$ cat config.mk
export PLATFORM = sky130hd
export DESIGN_NAME = ref_gray_to_bin_sync_flat
export DESIGN_NICKNAME = d
export VERILOG_FILES = /design/src/rtl/ref_gray_to_bin_sync_if.sv /design/src/rtl/ref_gray_to_bin_sync.sv /design/src/flat_wrapper.sv
export SDC_FILE = /design/constraint.sdc
export NUM_CORES = 1
export LEC_CHECK = 0
export CAP_MARGIN = 10
export CORE_MARGIN = 3
export CORE_UTILIZATION = 40
export CTS_BUF_LIST = sky130_fd_sc_hd__clkbuf_8
export DETAILED_ROUTE_END_ITERATION = 12
export HOLD_SLACK_MARGIN = 0.02
export PLACE_DENSITY = 0.74
export SKIP_CTS_REPAIR_TIMING = 1
export SYNTH_ARGS = -nofsm -noshare
export SYNTH_HDL_FRONTEND = slang
export SYNTH_SLANG_ARGS = --single-unit
$ cat constraint.sdc
create_clock -name clk -period 6.6 [get_ports clk]
set_input_delay 1.32 -clock clk [delete_from_list [all_inputs] [get_ports clk]]
set_output_delay 1.32 -clock clk [all_outputs]
set_load 0.02 [all_outputs]
$ cat src/rtl/ref_gray_to_bin_sync_if.sv
// Gray-to-binary receive bundle: foreign-domain Gray value in,
// decoded binary, increment and jump flag out.
interface ref_gray_to_bin_sync_if #(
   parameter int WIDTH = 7
);
   logic [WIDTH-1:0] gray_in;
   logic             err_clr;
   logic [WIDTH-1:0] q;
   logic             q_vld;
   logic [WIDTH-1:0] delta;
   logic             delta_vld;
   logic             jump_err;

   modport master (
      output gray_in,
      output err_clr,
      input  q,
      input  q_vld,
      input  delta,
      input  delta_vld,
      input  jump_err
   );

   modport slave (
      input  gray_in,
      input  err_clr,
      output q,
      output q_vld,
      output delta,
      output delta_vld,
      output jump_err
   );
endinterface

$ cat src/rtl/ref_gray_to_bin_sync.sv
// Synchronizes a foreign Gray counter, decodes it to binary and
// tracks the per-cycle increment, flagging jumps above MAX_STEP.
module ref_gray_to_bin_sync #(
   parameter int WIDTH       = 7,
   parameter int SYNC_STAGES = 2,
   parameter int MAX_STEP    = 4
) (
   input  logic                  clk,
   input  logic                  rst,
   ref_gray_to_bin_sync_if.slave bus
);
   localparam logic [2:0] QV_AT = 3'(SYNC_STAGES);
   localparam logic [2:0] DV_AT = 3'(SYNC_STAGES + 1);
   localparam logic [WIDTH-1:0] MAX_D = WIDTH'(MAX_STEP);

   (* ASYNC_REG = "TRUE" *)
   logic [WIDTH-1:0] sync_q [SYNC_STAGES];

   logic [WIDTH-1:0] q_q, q_d;
   logic [WIDTH-1:0] delta_q, delta_d;
   logic [2:0]       fill_q, fill_d;
   logic             q_vld_q, q_vld_d;
   logic             delta_vld_q, delta_vld_d;
   logic             err_q, err_d;
   logic [WIDTH-1:0] g;

   assign g = sync_q[SYNC_STAGES-1];

   // Each binary bit is the XOR of all Gray bits at or above it.
   always_comb begin
      q_d = '0;
      for (int i = 0; i < WIDTH; i++) begin
         q_d[i] = ^(g >> i);
      end
   end

   always_comb begin
      delta_d     = q_d - q_q;
      fill_d      = (fill_q == 3'd7) ? fill_q : fill_q + 3'd1;
      q_vld_d     = q_vld_q | (fill_q >= QV_AT);
      delta_vld_d = delta_vld_q | (fill_q >= DV_AT);
      err_d       = err_q;
      if (delta_vld_q && (delta_q > MAX_D)) begin
         err_d = 1'b1;
      end else if (bus.err_clr) begin
         err_d = 1'b0;
      end
   end

   always_ff @(posedge clk) begin
      if (rst) begin
         for (int i = 0; i < SYNC_STAGES; i++) begin
            sync_q[i] <= '0;
         end
      end else begin
         sync_q[0] <= bus.gray_in;
         for (int i = 1; i < SYNC_STAGES; i++) begin
            sync_q[i] <= sync_q[i-1];
         end
      end
   end

   always_ff @(posedge clk) begin
      if (rst) begin
         q_q         <= '0;
         delta_q     <= '0;
         fill_q      <= '0;
         q_vld_q     <= 1'b0;
         delta_vld_q <= 1'b0;
         err_q       <= 1'b0;
      end else begin
         q_q         <= q_d;
         delta_q     <= delta_d;
         fill_q      <= fill_d;
         q_vld_q     <= q_vld_d;
         delta_vld_q <= delta_vld_d;
         err_q       <= err_d;
      end
   end

   assign bus.q         = q_q;
   assign bus.q_vld     = q_vld_q;
   assign bus.delta     = delta_q;
   assign bus.delta_vld = delta_vld_q;
   assign bus.jump_err  = err_q;
endmodule
$ cat src/flat_wrapper.sv
// flat-port wrapper written by rule: the top's interface ports become plain ports
module ref_gray_to_bin_sync_flat 
#(
   parameter int WIDTH       = 7,
   parameter int SYNC_STAGES = 2,
   parameter int MAX_STEP    = 4
)
  (clk, rst, bus_gray_in, bus_err_clr, bus_q, bus_q_vld, bus_delta, bus_delta_vld, bus_jump_err);
  ref_gray_to_bin_sync_if #(.WIDTH(WIDTH)) bus_i ();
  input  logic clk;
  input  logic rst;
  input wire logic [$bits(bus_i.gray_in)-1:0] bus_gray_in;
  input wire logic [$bits(bus_i.err_clr)-1:0] bus_err_clr;
  output wire logic [$bits(bus_i.q)-1:0] bus_q;
  output wire logic [$bits(bus_i.q_vld)-1:0] bus_q_vld;
  output wire logic [$bits(bus_i.delta)-1:0] bus_delta;
  output wire logic [$bits(bus_i.delta_vld)-1:0] bus_delta_vld;
  output wire logic [$bits(bus_i.jump_err)-1:0] bus_jump_err;
  assign bus_i.gray_in = bus_gray_in;
  assign bus_i.err_clr = bus_err_clr;
  assign bus_q = bus_i.q;
  assign bus_q_vld = bus_i.q_vld;
  assign bus_delta = bus_i.delta;
  assign bus_delta_vld = bus_i.delta_vld;
  assign bus_jump_err = bus_i.jump_err;
  ref_gray_to_bin_sync #(.WIDTH(WIDTH), .SYNC_STAGES(SYNC_STAGES), .MAX_STEP(MAX_STEP)) u_core (.clk(clk), .rst(rst), .bus(bus_i));
endmodule
* Word-level counts from Yosys, hierarchy flattened
Memory sizes are Yosys's and may differ from the RTL's.
Index checks and enable logic that the tools add are counted.
** Operators by class
- Order comparisons :: 3
- Bitwise logic cells :: 4
- Multiplexer cells :: 7
- Eq/ne operators :: 1
- $add $sub $neg :: 2
- Reduce and logical (&&, ||, !) cells :: 9
** Operators by type and width (number)
- $reduce_xor 7->1 :: 7
- $mux 7 :: 2
- $gt 7x3->1 const B :: 1
- $sub 7x7->7 :: 1
- $ge 3x2->1 const B :: 2
- $mux 1 :: 5
- $or 1x1->1 :: 4
- $add 3x1->3 const B :: 1
- $eq 3x3->1 const B :: 1
- $reduce_bool 2->1 :: 1
- $logic_and 1x1->1 :: 1
** Storage, ports and cells
- Bits of input ports :: 10
- RAM bits :: 14
- Output and inout port bits :: 17
- Memories kept :: 1
- Word-level logic and storage cells :: 33
- Bits in registers :: 20
** Memory list
- u_core.sync_q :: words 2, bits a word 7, rd ports 2, clocked after Yosys merged registers in 0, write ports 2, line ref_gray_to_bin_sync.sv:17 : logic [WIDTH-1:0] sync_q [SYNC_STAGES];

* Depth between registers and ports, before layout
- Word-level depth :: 3
- Gate-level depth with buffers :: 12

* Worst setup path after synthesis
No wires, ideal clock.
- Path kind :: reg2reg
- Start :: memory u_core.sync_q[1][6] (netlist: u_core.sync_q[0][13])
- End :: register u_core.delta_q[6] (netlist: u_core.bus.delta[6])
- Buffers on the path :: 0
- Arrival time :: 2.494 ns
- Stages on the path, launching flop included :: 13
- Setup time :: 0.128 ns
- Required time :: 6.472 ns
- Slack :: 3.979 ns
- Path through :: dfxtp_1 > xnor2_4 > xor2_4 > xnor2_2 > xnor2_1 > ha_1 > inv_1 > fa_1 > a21o_1 > a31oi_1 > maj3_1 > xnor2_1 > nor2_1
** RTL lines
- from (decl) :: line ref_gray_to_bin_sync.sv:17
- to (signal assigned) :: line ref_gray_to_bin_sync.sv:73 : delta_q <= delta_d;
- to (decl) :: line ref_gray_to_bin_sync.sv:20 : logic [WIDTH-1:0] delta_q, delta_d;

==> results.json <==
{
  "yosysTopAreaCellShare": 0.5028,
  "worst_skew_pair.late_latency_ps": 270,
  "power.density_cell_area_nw_per_um2": 325.3,
  "avgRoutedWirePerCell_um": 9.419,
  "crit_type": "reg -> reg",
  "slowest_stage": "dfxtp_1",
  "cpMostUsedCell": "xnor2_1",
  "rsz0062_at_grt": "false",
  "fin_crit_ps": 2881,
  "max_cap_violations": 0,
  "port_buffers": 26,
  "dr.pass1.iters": 4,
  "crit_buf_inv": 1,
  "dp_hpwl_um": 1504,
  "grt_util_all_layers": 0.1035,
  "syn_inst": 128,
  "start_util": 0.4328,
  "setup_viol": 0,
  "synth_nets": 148,
  "diodes": 0,
  "crit_family": "XOR/XNOR gates",
  "netlist_top_cells_area": "dfxtp_1 50%, nor2b_1 9.7%, ha_1 8.3%, nor2_1 4.7%, xor2_1 3.9%",
  "final_common_cell": "dfxtp_1",
  "setup_slack_ps": 3719,
  "fin_worst_skew_ps": 6.030,
  "place_congestion": 0.7336,
  "slew_headroom": 0.2733,
  "start_kind": "register",
  "drive_above_1_share": 0.05660,
  "antenna_found_initial": 0,
  "cts_num_sinks": 34,
  "coreArea_um2": 3128,
  "holdCritPathClass": "reg -> reg",
  "worstPathArrival_ps": 3000,
  "grt_pass1_vias": 872,
  "cp-end-kind": "register",
  "grt_max_degree": 36,
  "ioPinCount": 27,
  "htreeDepth": 2,
  "fmax_ghz": 0.3471,
  "die_x_um": 64.18,
  "hold_viol": 0,
  "rows": 20,
  "numCtsBuffers": 5,
  "status": "finished clean",
  "fin_setup_tns_ps": 0,
  "fin_crit_sh": 0.4366,
  "synth_top_cell_by_area": "dfxtp_1",
  "tightestPinTransition_ps": 1087,
  "crit_chain": "xnor2_4 > xor2_4 > xnor2_2 > xnor2_1 > ha_1 > inv_1 > fa_1 > a21o_1 > a31oi_1 > maj3_1 > xnor2_1 > nor2_1",
  "ir_drop_v": 0.0001474,
  "layout_common_cells": "34 x dfxtp_1, 26 x clkdlybuf4s50_1, 21 x nor2b_1, 17 x nor2_1, 10 x inv_1",
  "final_core_util": 0.5640,
  "vias": 878,
  "clk_pin_slew_ps": 60,
  "fp.dieH_um": 64.18,
  "syn_area_per_cell_um2": 10.58,
  "syn2layout_area_growth_pct": 30.31,
  "cts_tree": "yes",
  "seq_area_frac_synth": 0.5028,
  "worstPathRequired_ps": 6720,
  "place_ws_ps": 3613,
  "netlist_area_um2": 1354,
  "grt-ovfl-total": 0,
  "grt_pass1_wl_um": 3374,
  "routed_wirelength_um": 1912,
  "finalMaxSlewViolations": 0,
  "drt_iter0_drc": 17,
  "clock_path_buffers": 2,
  "root_buffer": "clkbuf_8",
  "final_nets": 178,
  "ant_nets": 0,
  "drcViolationCount": 0,
  "yosysUniqueCellTypes": 25,
  "max_stage_delay_ps": 450,
  "die_area_um2": 4118,
  "p_leak_nw": 0.7332,
  "viasPerCell": 4.325,
  "cp_max_fo": 5,
  "ys_ff_latch": 34,
  "synth_warnings": 0
}
cell families after synthesis:
kind of cell / after synthesis / share of synthesized area
AOI/OAI and AO/OA: 16 / 0.07671
xor gates and xnor gates: 14 / 0.1239
adders and majority gates: 11 / 0.1054
buffers and inverters: 11 / 0.03050
DFF: 34 / 0.5028
and+or+nand+nor: 42 / 0.1608
area by class of cell:
| class | instances | area, um2 |
|---|---|---|
| tap | 44 | 55.05 |
| sequential | 34 | 680.7 |
| multi-input combinational | 83 | 631.9 |
| fill | 299 | 1364 |
| clock inverter | 3 | 37.54 |
| clock buffer | 5 | 68.82 |
| timing repair buffer | 26 | 260.3 |
| inverter | 8 | 30.03 |
cells in the mapped netlist, drive strengths merged:
cell type,instances
a2111oi,1
a211oi,1
a21o,2
a21oi,4
a31oi,1
clkbuf,3
dfxtp,34
fa,1
ha,9
inv,8
maj3,1
nand2,1
nand2b,1
nor2,17
nor2b,21
nor4,2
o21a,2
o21ai,3
o31a,1
o31ai,1
xnor2,7
xor2,7
state kept, by name, summed over array words and instances, names as in the netlist:
signal,flops
u_core.bus.q,7
u_core.fill_q,3
u_core.bus.jump_err,1
u_core.bus.delta_vld,1
u_core.sync_q,14
u_core.bus.q_vld,1
u_core.bus.delta,7
layer usage:
layer  GRT usage  part of all wire
met1      0.1086              0.44
met2      0.1781              0.50
met3     0.04042             0.066
met4     0.05277                 0
met5           0                 0
final timing paths:
check                        endpoint  slack (ps)  cells after the start            startpoint
setup reg to reg  u_core.bus.delta[6]        3720                     12  u_core.sync_q[0][13]
setup / recovery  u_core.bus.delta[6]        3720                     12  u_core.sync_q[0][13]
hold reg to reg   u_core.sync_q[0][7]         440                      1   u_core.sync_q[0][0]
hold / removal    u_core.sync_q[0][7]         440                      1   u_core.sync_q[0][0]
power breakdown:
part	switching [mW]	internal, mW
Clock	0.0646	0.110
Combinational	0.0761	0.0802
Sequential	0.0133	0.230
Total	0.154	0.420
per-stage QoR:
stage                     cell area [um2]  hold WS [ps]  std cells  total power, mW
after CTS                            1764         440.8        203           0.5824
after detailed placement             1658         425.5        195           0.4063
after global routing                 1764         462.1        203           0.6108
after floorplan                      1354         413.8        128           0.3489
final                                1764         438.6        203           0.5739
after global placement               1658         417.8        195           0.4008
Power figures use the tool's default switching activity.
